--- src/rtl/multi_tick_sum.sv ---
// N-channel event accumulator: per-channel inc/clr/load counters with sticky overflow,
// a combinational full-width sum of all channels, and a snapshot register for that sum.
module multi_tick_sum #(
  parameter int N        = 2,
  parameter int WIDTH    = 8,
  parameter int SATURATE = 0,
  parameter int INIT     = 0,
  parameter int CW       = (N > 1) ? $clog2(N) : 1,
  parameter int SW       = WIDTH + ((N > 1) ? $clog2(N) : 1)
) (
  input  logic               clock,
  input  logic               rst_n,
  input  logic [N-1:0]       inc,
  input  logic [N-1:0]       clr,
  input  logic               load_en,
  input  logic [CW-1:0]      load_ch,
  input  logic [WIDTH-1:0]   load_val,
  input  logic               snap,
  output logic [N*WIDTH-1:0] count_flat,
  output logic [SW-1:0]      sum,
  output logic [SW-1:0]      snap_sum,
  output logic               snap_valid,
  output logic [N-1:0]       ovf
);

  localparam logic [WIDTH-1:0] MAX_VAL  = {WIDTH{1'b1}};
  localparam logic [WIDTH-1:0] INIT_VAL = WIDTH'(INIT);

  logic [WIDTH-1:0] w_cnt [N];
  logic [SW-1:0]    w_sum;
  logic [SW-1:0]    r_snap_sum;
  logic             r_snap_valid;

  for (genvar g = 0; g < N; g++) begin : g_ch
    localparam logic [CW-1:0] CH_SEL = CW'(g);

    logic [WIDTH-1:0] r_cnt;
    logic             r_ovf;
    logic             w_load_hit;

    // A select value of N or above matches no channel, so such a load is dropped.
    assign w_load_hit = load_en && (load_ch == CH_SEL);

    always_ff @(posedge clock or negedge rst_n) begin
      if (!rst_n) begin
        r_cnt <= INIT_VAL;
        r_ovf <= 1'b0;
      end else if (clr[g]) begin
        r_cnt <= '0;
        r_ovf <= 1'b0;
      end else if (w_load_hit) begin
        r_cnt <= load_val;
        r_ovf <= 1'b0;
      end else if (inc[g]) begin
        if (r_cnt == MAX_VAL) begin
          r_ovf <= 1'b1;
          if (SATURATE == 0) r_cnt <= '0;
        end else begin
          r_cnt <= r_cnt + WIDTH'(1);
        end
      end
    end

    assign w_cnt[g]                      = r_cnt;
    assign count_flat[g*WIDTH +: WIDTH] = r_cnt;
    assign ovf[g]                        = r_ovf;
  end

  // SW leaves room for N maximal channels, so the zero-extended sum cannot overflow.
  always_comb begin
    w_sum = '0;
    for (int i = 0; i < N; i++) begin
      w_sum = w_sum + SW'(w_cnt[i]);
    end
  end

  always_ff @(posedge clock or negedge rst_n) begin
    if (!rst_n) begin
      r_snap_sum   <= '0;
      r_snap_valid <= 1'b0;
    end else begin
      r_snap_valid <= snap;
      if (snap) r_snap_sum <= w_sum;
    end
  end

  assign sum        = w_sum;
  assign snap_sum   = r_snap_sum;
  assign snap_valid = r_snap_valid;

endmodule

--- config.mk ---
export PLATFORM = sky130hd
export DESIGN_NAME = multi_tick_sum
export DESIGN_NICKNAME = d
export VERILOG_FILES = /design/src/rtl/multi_tick_sum.sv
export SDC_FILE = /design/constraint.sdc
export NUM_CORES = 1
export LEC_CHECK = 0
export BUFFER_PORTS_ARGS = -buffer_cell sky130_fd_sc_hd__buf_2
export CORE_MARGIN = 1
export CORE_UTILIZATION = 52
export CTS_CLUSTER_DIAMETER = 100
export DETAILED_ROUTE_END_ITERATION = 12
export PLACE_DENSITY = 0.81
export SYNTH_ARGS = -nofsm -noshare
export SYNTH_HDL_FRONTEND = slang
export SYNTH_SLANG_ARGS = --single-unit
--- constraint.sdc ---
create_clock -name clock -period 4 [get_ports clock]
set_clock_uncertainty 0.1 [all_clocks]
set_input_delay 0.8 -clock clock [delete_from_list [all_inputs] [get_ports clock]]
set_output_delay 0.8 -clock clock [all_outputs]
set_load 0.02 [all_outputs]
---- Word level (Yosys, flattened, before mapping) ----
Index checks and enable logic that the tools add are counted.
storage, ports and cells
  register bits ........................... 28
  input port bits ......................... 17
  logic and storage cells ................. 36
cells by class
  add/sub/neg operators ................... 3
  equal/unequal tests ..................... 2
  multiplexer cells ....................... 16
  bitwise operators ....................... 1
  reductions and logical operators ........ 8
operator list
  cell                                                           number
  8-bit two-way mux                                              8
  8-bit by 1-bit adder with 8-bit output, second input constant  2
  8-bit equality test, second input constant                     2
  3-bit nonzero test                                             4
  8-bit by 8-bit adder with 9-bit output                         1
  1-bit two-way mux                                              8
  2-bit AND reduction                                            2
  1-bit logical AND                                              2
  1-bit NOT                                                      1

---- Depth between registers and ports, before layout ----
Gate-level depths: netlist of run 1.
  word-level depth ........................ 5
  depth in mapped cells ................... 7

---- Worst setup path after synthesis of run 1 ----
OpenSTA, ideal clock, no wires.
  path type ............................... register to output
  from .................................... register g_ch[0].r_cnt[0]
  to ...................................... output sum[6]
  data arrival time ....................... 2.105 ns
  data required time ...................... 3.100 ns
  slack ................................... 0.995 ns
  stages on the path, launching flop included .. 7
  buffers on the path ..................... 0
  path through ............................ dfrtp_1 -> ha_1 -> fa_1 -> a211o_1 -> a211oi_1 -> nor2_1 -> nor2_1
on the way
  word-level cells in the longest chain between the ends .. 1
RTL lines
  item                                    line  source
  from (decl)                             37    logic [WIDTH-1:0] r_cnt;
  from (signal assigned)                  52    r_cnt <= load_val;
  from (signal assigned)                  59    r_cnt <= r_cnt + WIDTH'(1);
  8-bit by 8-bit adder with 9-bit output  73    w_sum = w_sum + SW'(w_cnt[i]);
  to (decl)                               20    output logic [SW-1:0] sum,
Every way passes these cells.

---- Worst setup path in the final report of run 1 ----
  from .................................... register g_ch[0].r_cnt[0]
  to ...................................... output sum[8]
Same word-level chain as after synthesis.

==> reports/results.tsv, run 1 <==
metric	value	unit
outcome	completed	
DRC violations left	0	
Final Max Slew Viols	0	
P_sw	0.000262	W
post-DR wirelength/cell	15.8	microns
CP Capture Type	primary output	
layout cells sized above 1	29.7	%
Worst setup SP type	flop	
Die H	60	microns
EDFF count, synth	0	
power per cell area	343	mW/mm^2
# hold bufs at CTS	0	
Tmin final	3.48	ns
Final Hold Viols	0	
Max Clock Freq	287	MHz
cell taking the most area after synthesis	dfrtp_1	
crit path max fanout	8	
First-pass DRT Iterations	4	
Mapped Area	0.00175	sq mm
Placer Congestion	0.828	
Clock Power Share	17.0	%
Area growth, synth to finish	17.1	%
pin count of the biggest net entering global routing	29	
Crit path required time	3.10	ns
LEAKAGE	1.02	nW
Worst-path clk slew	0.15	ns
estimated wirelength of the detail-placed design	3.16	mm
ant diodes	0	
Tcrit/Tclk final	87.1	%
Async SR Flop Fraction	100	%
# rows	20	
ANT nets after route	0	
first-pass GRT wire length	6.87	mm
Least-Margin Pin Slew	0.616	ns
# nets final	259	
dpl cells	270	
post-DR vias/cell	5.93	
Top-Level Pins	54	
DRT iter0 DRCs	47	
total routed wirelength	4.32	mm
CTS H-tree depth	1	
number of global-route vias before repair	1467	
Seq pwr share	49.5	%
setup TNS	0	ns
Final Instance Count excl. Fillers	273	
die span in x	60	microns
final core occ	65.5	%
pre-CTS setup slack	0.907	ns
Main synth FF type	dfrtp_1	
CTS tree	yes	
internal power	0.000441	W
top-area cell type share of the netlist area	40.1	%
initial antenna violation count	0	
PortBufs	53	
# resized after CTS	0	
Tot Pwr	0.000703	W
count leader, synth	dfrtp_1	
clock sinks	28	
Skew-Pair Late Insertion Delay	0.33	ns
all-layer global routing usage	26.1	%
post-synth cell types	44	
Max-cap violations	0	
initial core utilization	55.9	%
clk root buf	clkbuf_4	
core area	0.00313	sq mm
worst hold path class	input pin to async pin	
Multi-input gate area	997	sq um
sequential area share after synthesis	40.1	%
Die Area	0.00360	sq mm
Avg Cell Area, Syn	9.61	sq um
total number of vias	1618	
final worst slack	0.517	ns
switching share of power	37.3	%
# Post-CTS Setup Buffers	0	
CTS max path bufs	2	
crit path kind	flop to primary output	
VDD IR max	0.196	mV
commonest cells in the netlist	dfrtp_1, nor2_1, a211oi_1	
CTS Buf Count	3	
FF+latch area	701	sq um
Mapped Nets	210	
RSZ-0062 raised after global routing	no	
Critical Path AT	2.58	ns
Slew headroom	59.0	%
Comb pwr share	33.5	%
grt total ovfl	0	
Synthesis Warnings	0	
setup violators final	0	
ranking of synthesized cells by area	dfrtp_1, ha_1, mux2_2	
Yosys reg bits	28	
fillers	271	
post-synthesis cell count	182	
-- cells by family after synthesis --
logic type	count (synthesis)	share of synthesized area, %
and+or+nand+nor	59	16.2
muxes	11	7.15
DFF	28	40.1
buffers and inverters	11	2.93
AOI/OAI and AO/OA	52	20.3
xor gates and xnor gates	10	5.01
adders and majority gates	11	8.30
-- cell usage in the layout (no fill, tap or decap), types with 6 or more instances in the layout --
cell type,netlist,layout
xor2_1,6,6
a211oi_1,11,11
nor2_1,21,21
ha_1,10,10
o21ai_0,10,10
nand2_1,9,9
nand3_1,7,7
a21oi_1,8,8
buf_2,2,53
dfrtp_1,28,28
mux2_2,8,8
-- metrics by stage --
| stage | cell area [sq um] | hold WS, ns |
|---|---|---|
| finish | 2050 | 0.354 |
| CTS | 2050 | 0.367 |
| global placement | 2030 | 0.384 |
| global route | 2050 | 0.381 |
| detailed placement | 2030 | 0.389 |
| floorplan | 1750 | 0.404 |
-- path summary, 6_finish.rpt --
kind,start,endpoint,slack [ns],depth (start not counted)
setup / recovery,g_ch[0].r_cnt[0],sum[8],0.52,8
hold / removal,rst_n,snap_valid,0.35,1
setup reg to reg,g_ch[0].r_cnt[0],snap_sum[6],1.53,7
hold reg to reg,snap_sum[1],snap_sum[1],0.42,1
max in group asynchronous,rst_n,g_ch[0].r_cnt[4],3.05,1
min in group clock,snap_sum[1],snap_sum[1],0.42,1
-- flip-flops by register name (all words and copies together) (netlist names) --
signal and count:
snap_valid 1, g_ch.r_ovf 2, snap_sum 9, g_ch.r_cnt 16
-- critical path, stage by stage (launching register included) --
cell	delay, ns
dfrtp_1	0.50
ha_1	0.29
fa_1	0.44
a211o_1	0.32
a211oi_1	0.22
nor2_1	0.09
o21ai_1	0.17
nand2_1	0.07
buf_2	0.15
-- power groups by stage --
stage | clock [W] | combinational (W) | sequential, W
3_5_place_dp | 0 | 0.000236 | 0.000353
5_1_grt | 0.000135 | 0.000258 | 0.000353
2_1_floorplan | 0 | 0.000119 | 0.000386
3_3_place_gp | 0 | 0.000233 | 0.000351
6_report | 0.000119 | 0.000236 | 0.000348
4_1_cts | 0.000122 | 0.000237 | 0.000347
-- per-layer routing --
layer | vias to the layer above | share of wire (%) | GRT usage, %
met5 | - | 0 | 0
met1 | 754 | 47 | 34.8
met4 | 0 | 3.1 | 15.9
met3 | 13 | 4.9 | 3.46
li1 | 779 | - | -
met2 | 72 | 45 | 40.0
-- layout make-up --
type	instances	area share [%]
Timing Repair Buffer	53	13.0
Inverter	2	0.367
Multi-Input combinational cell	143	48.7
Tap cell	44	2.69
Clock buffer	3	1.10
Sequential cell	28	34.2
(Power assumes the default switching activity.)
==> inputs of run 2 (changes only) <==
ABC_AREA = 1   (was not set)
PLACE_DENSITY = 0.79   (was 0.81)
==> reports/results.tsv, run 2 <==
metric	value	unit	change
worst r2r src	g_ch[1].r_cnt[0]		
Final Max Slew Viols	0		unchanged
Skew-Pair Late Insertion Delay	0.28	ns	-0.05 ns
Least-Margin Pin Slew	0.648	ns	+0.0320 ns
post-DR wirelength/cell	12.2	microns	-23%
R2R Setup Slk	2.10	ns	+0.57 ns
Hold Path End	snap_sum[8]		
post-synthesis cell count	299		+64%
Main synth FF type	dfrtp_1		
first-pass GRT wire length	8.14	mm	+18%
post-route cell area	0.00243	sq mm	+19%
Max-cap violations	0		unchanged
crit path kind	flop to primary output		
Worst setup SP type	flop		
Reg with most FFs	g_ch.r_cnt		
ant diodes	0		unchanged
Final Instance Count excl. Fillers	399		+46%
die span in x	65.1	microns	+8.5%
CP Capture Type	primary output		
cell taking the most area after synthesis	dfrtp_1		
commonest cells in the netlist	nand2_1, inv_1, dfrtp_1		
VDD IR max	0.153	mV	-22%
fillers	369		+36%
CTS max path bufs	2		unchanged
Die H	65.1	microns	+8.5%
Synthesis Warnings	0		unchanged
# hold bufs at CTS	0		unchanged
setup violators final	0		unchanged
Yosys reg bits	28		unchanged
ranking of synthesized cells by area	dfrtp_1, nand2_1, inv_1		
# rows	22		+10%
clock sinks	28		unchanged
Async SR Flop Fraction	100	%	unchanged
Avg Cell Area, Syn	6.92	sq um	-28%
Max Clock Freq	336	MHz	+17%
Top-Level Pins	54		unchanged
FF-to-FF End	snap_sum[4]		
EDFF count, synth	0		unchanged
sequential area share after synthesis	33.9	%	-6.2 points
worst hold path class	flop to flop		
all-layer global routing usage	25.0	%	-1.1 points
number of global-route vias before repair	1753		+19%
Placer Congestion	0.897		+8.3%
max FFs per register	16		unchanged
ANT nets after route	0		unchanged
post-synth cell types	32		-27%
CTS Buf Count	3		unchanged
FF+latch area	701	sq um	unchanged
Final Hold Viols	0		unchanged
grt total ovfl	0		unchanged
estimated wirelength of the detail-placed design	3.75	mm	+18%
DRC violations left	0		unchanged
clk root buf	clkbuf_8		
pin count of the biggest net entering global routing	29		unchanged
Area growth, synth to finish	17.3	%	
R2R depth	6		-1
# Post-CTS Setup Buffers	0		unchanged
Post-Place Cell Area	0.00236	sq mm	+16%
LEAKAGE	1.50	nW	+47%
total routed wirelength	4.87	mm	+13%
Die Area	0.00424	sq mm	+18%
most common cell after layout, fill and taps aside	nand2_1		
Mapped Area	0.00207	sq mm	+18%
DRT iter0 DRCs	84		+79%
# resized after CTS	0		unchanged
core area	0.00374	sq mm	+20%
crit path max fanout	7		-1
CTS H-tree depth	1		unchanged
# nets final	380		+47%
Tot Pwr	0.000911	W	+30%
Tmin final	2.98	ns	-0.504 ns
First-pass DRT Iterations	4		unchanged
power per cell area	375	mW/mm^2	+9.4%
top-area cell type share of the netlist area	33.9	%	-6.2 points
most frequent cells in the layout	nand2_1, buf_2, inv_1		
initial core utilization	55.3	%	-0.64 points
Worst Hold Depth	2		
setup TNS	0	ns	unchanged
initial antenna violation count	0		unchanged
pre-CTS setup slack	1.36	ns	+0.452 ns
Critical Path AT	2.08	ns	-0.50 ns
Mapped Nets	327		+56%
CTS tree	yes		
total number of vias	2002		+24%
count leader, synth	nand2_1		
dpl cells	395		+46%
Tcrit/Tclk final	74.5	%	-13 points
Crit path required time	3.10	ns	about the same
Slew headroom	56.8	%	-2.1 points
RSZ-0062 raised after global routing	no		
Worst-path clk slew	0.10	ns	-0.05 ns
post-DR vias/cell	5.02		-15%
PortBufs	53		unchanged
startpoint of the worst hold path	snap_sum[8]		
Multi-input gate area	0.00118	sq mm	+18%
final worst slack	1.02	ns	+0.504 ns
outcome	completed		
layout cells sized above 1	21.9	%	-7.8 points
==> run 2: through the flow <==
step	hold WS (ns)	utilization, %
finish	0.385	64.8
global route	0.412	64.8
CTS	0.387	64.8
detailed placement	0.361	62.9
global placement	0.352	62.9
floorplan	0.365	-
==> run 2: power breakdown <==
| group | internal [W] | total [W] | switching (W) | leakage, nW |
|---|---|---|---|---|
| Sequential | 0.000318 | 0.000363 | 0.0000442 | 0.366 |
| Clock | 0.000134 | 0.000231 | 0.0000973 | 0.0357 |
| Combinational | 0.000110 | 0.000317 | 0.000208 | 1.10 |
==> run 2: routing by layer <==
layer,up-vias,track usage [%],wire (microns)
met5,-,0,0
met2,57,40.6,2280
li1,1047,-,-
met4,0,7.34,34
met3,4,2.64,199
met1,894,34.8,2350
==> run 2: logic make-up (layout without fill, tap and decap cells) <==
| family | count (synthesis) | in the layout | share of synthesized area [%] |
|---|---|---|---|
| muxes | 1 | 1 | 0.484 |
| xor gates and xnor gates | 3 | 3 | 1.27 |
| DFF | 28 | 28 | 33.9 |
| buffers and inverters | 44 | 96 | 9.07 |
| adders and majority gates | 11 | 11 | 7.01 |
| AOI/OAI and AO/OA | 32 | 32 | 8.10 |
| and+or+nand+nor | 180 | 180 | 40.2 |
==> run 2: worst max-delay path, stage by stage (launching register included) <==
cell	delay, ns
dfrtp_1	0.48
ha_1	0.26
fa_1	0.44
nand3_1	0.12
nand3_1	0.08
xnor2_1	0.19
inv_1	0.06
buf_2	0.15
==> run 2: how the worst max path moves through the flow <==
stage,cells past startpoint,startpoint,endpoint
final,7,g_ch[1].r_cnt[0],sum[4]
after CTS,7,g_ch[1].r_cnt[0],sum[4]
after global routing,7,g_ch[0].r_cnt[0],sum[4]
after global placement,7,g_ch[1].r_cnt[0],sum[4]
after floorplan,6,g_ch[0].r_cnt[0],sum[6]
after detailed placement,7,g_ch[1].r_cnt[0],sum[4]
==> run 2: area by class of cell <==
class	count	area share, %
multi-input combinational	227	48.7
sequential	28	28.9
timing repair buffer	53	10.9
inverter	39	6.13
tap	48	2.47
clock buffer	3	1.70
clock inverter	1	1.24
==> inputs of run 3 (changes only) <==
CORE_UTILIZATION = 48   (was 52)
PLACE_DENSITY = 0.76   (was 0.79)
clock period = 2.7 ns   (was 4 ns; I/O delays follow)
==> reports/results.tsv, run 3 (synthesis gave the netlist of run 2 again) <==
metric	value	unit	change
final worst slack	0.132	ns	-0.889 ns
layout cells sized above 1	23.8	%	+1.9 points
ANT nets after route	0		unchanged
setup TNS	0	ns	unchanged
First-pass DRT Iterations	5		+1
Tcrit/Tclk final	95.1	%	
# nets final	383		+0.79%
met3 wire length	276	microns	+39%
R2R Setup Slk	0.96	ns	-1.14 ns
CTS tree	yes		
Final Max Slew Viols	0		unchanged
Reg with most FFs	g_ch.r_cnt		
worst hold path class	input pin to async pin		
Tmin final	2.57	ns	
total number of vias	1991		-0.55%
core area	0.00406	sq mm	+8.4%
pre-CTS setup slack	0.377	ns	-0.982 ns
PortBufs	53		unchanged
power per cell area	512	mW/mm^2	+36%
pin count of the biggest net entering global routing	29		unchanged
met2 wire len	2.29	mm	+0.53%
all-layer global routing usage	23.2	%	-1.8 points
# resized after CTS	0		unchanged
P_sw	0.000504	W	+44%
# Post-CTS Setup Buffers	0		unchanged
Tot Pwr	0.00125	W	+37%
FF-to-FF End	snap_sum[4]		
crit path max fanout	6		-1
Crit path required time	2.06	ns	-1.04 ns
Seq pwr share	42.7	%	+2.9 points
setup violators final	0		unchanged
Die H	67.7	microns	+4.0%
crit path capture	sum[7]		
highest routed layer	met4		
Area growth, synth to finish	18.0	%	
Placer Congestion	0.893		-0.43%
CTS max path bufs	2		unchanged
Max Clock Freq	389	MHz	
max FFs per register	16		unchanged
post-DR wirelength/cell	12.1	microns	-0.38%
Slew headroom	56.1	%	-0.75 points
VDD IR max	0.185	mV	+21%
DRC violations left	0		unchanged
Max-cap violations	0		unchanged
initial antenna violation count	0		unchanged
CP max stage cell	dfrtp_1		
Least-Margin Pin Slew	0.659	ns	+0.0112 ns
critical path, cell by cell	ha_2, or2_1, nand3_1, nand3_1, and2_1, buf_2		
# hold bufs at CTS	0		unchanged
worst r2r src	g_ch[0].r_cnt[0]		
post-DR vias/cell	4.94		-1.5%
estimated wirelength of the detail-placed design	3.87	mm	+3.3%
first-pass GRT wire length	8.02	mm	-1.5%
CP Capture Type	primary output		
CTS Buf Count	3		unchanged
CP Launch Point	g_ch[1].r_cnt[2]		
max incr delay on CP	0.50	ns	+0.02 ns
RSZ-0062 raised after global routing	no		
grt total ovfl	0		unchanged
outcome	completed		
DRT iter0 DRCs	68		-19%
Top-Level Pins	54		unchanged
R2R depth	6		unchanged
die span in x	67.7	microns	+4.0%
Clock Power Share	18.5	%	-6.9 points
# rows	23		+4.5%
cell mode on critical path	nand3_1		
final core occ	60.2	%	-4.6 points
Metal-1 WL	2.27	mm	-3.2%
clock sinks	28		unchanged
CTS H-tree depth	1		unchanged
Final Hold Viols	0		unchanged
Comb pwr share	38.9	%	+4.1 points
most frequent cells in the layout	nand2_1, buf_2, inv_1		
Skew-Pair Late Insertion Delay	0.27	ns	about the same
Critical Path AT	1.93	ns	-0.15 ns
crit path kind	flop to primary output		
ant diodes	0		unchanged
LEAKAGE	1.49	nW	-0.47%
initial core utilization	51.0	%	-4.3 points
switching share of power	40.3	%	+2.0 points
most common cell after layout, fill and taps aside	nand2_1		
Die Area	0.00458	sq mm	+8.1%
clk root buf	clkbuf_8		
Worst-path clk slew	0.10	ns	about the same
internal power	0.000746	W	+33%
number of global-route vias before repair	1781		+1.6%
total routed wirelength	4.90	mm	+0.62%
Worst setup SP type	flop		
[run 3: cell types whose count changed in the layout (fill, tap and decap cells not counted), moves of 2 or more]
cell / change
buf_4: +3
dfrtp_1: -2
dfrtp_2: +2
ha_1: -2
[run 3: worst min path at each step]
stage / startpoint / end / slack [ns] / cells after the start
floorplan: rst_n / g_ch[0].r_cnt[0] / 0.14 / 0
global placement: snap_sum[0] / snap_sum[0] / 0.35 / 2
detailed placement: snap_sum[8] / snap_sum[8] / 0.36 / 2
CTS: rst_n / snap_sum[0] / 0.21 / 1
global route: rst_n / snap_sum[3] / 0.22 / 1
finish: rst_n / snap_sum[0] / 0.19 / 1
[run 3: layout make-up]
class,count,area [sq um]
clock buffers,3,41.3
fillers,403,1620
inverters,39,149
multi-input cells,227,1200
flip-flops and latches,28,703
well taps,50,62.6
repair buffers,56,288
[run 3: critical path, delay by kind of cell (launching register included)]
kind / cells / cell delay [ns]
buffers and inverters: 1 / 0.15
adders and majority gates: 1 / 0.37
and+or+nand+nor: 4 / 0.63
DFF: 1 / 0.50
[run 3: metal layers]
metal,up-vias,global-route usage [%]
li1,1048,-
met1,876,30.5
met2,61,38.2
met3,6,4.05
met5,-,0
met4,0,7.18
[run 3: through the flow]
stage | hold WS (ns) | instances | cell area (sq um)
3_3_place_gp | 0.353 | 400 | 2380
2_1_floorplan | 0.144 | 299 | 2070
3_5_place_dp | 0.361 | 400 | 2380
6_report | 0.187 | 403 | 2440
4_1_cts | 0.205 | 403 | 2420
5_1_grt | 0.222 | 403 | 2440
[run 3: power by group through the flow]
stage,registers (W),logic (W),clock network (W)
after floorplan,0.000602,0.000256,0
after global placement,0.000534,0.000476,0
after detailed placement,0.000539,0.000481,0
after CTS,0.000530,0.000483,0.000239
after global routing,0.000542,0.000544,0.000259
final,0.000533,0.000486,0.000231
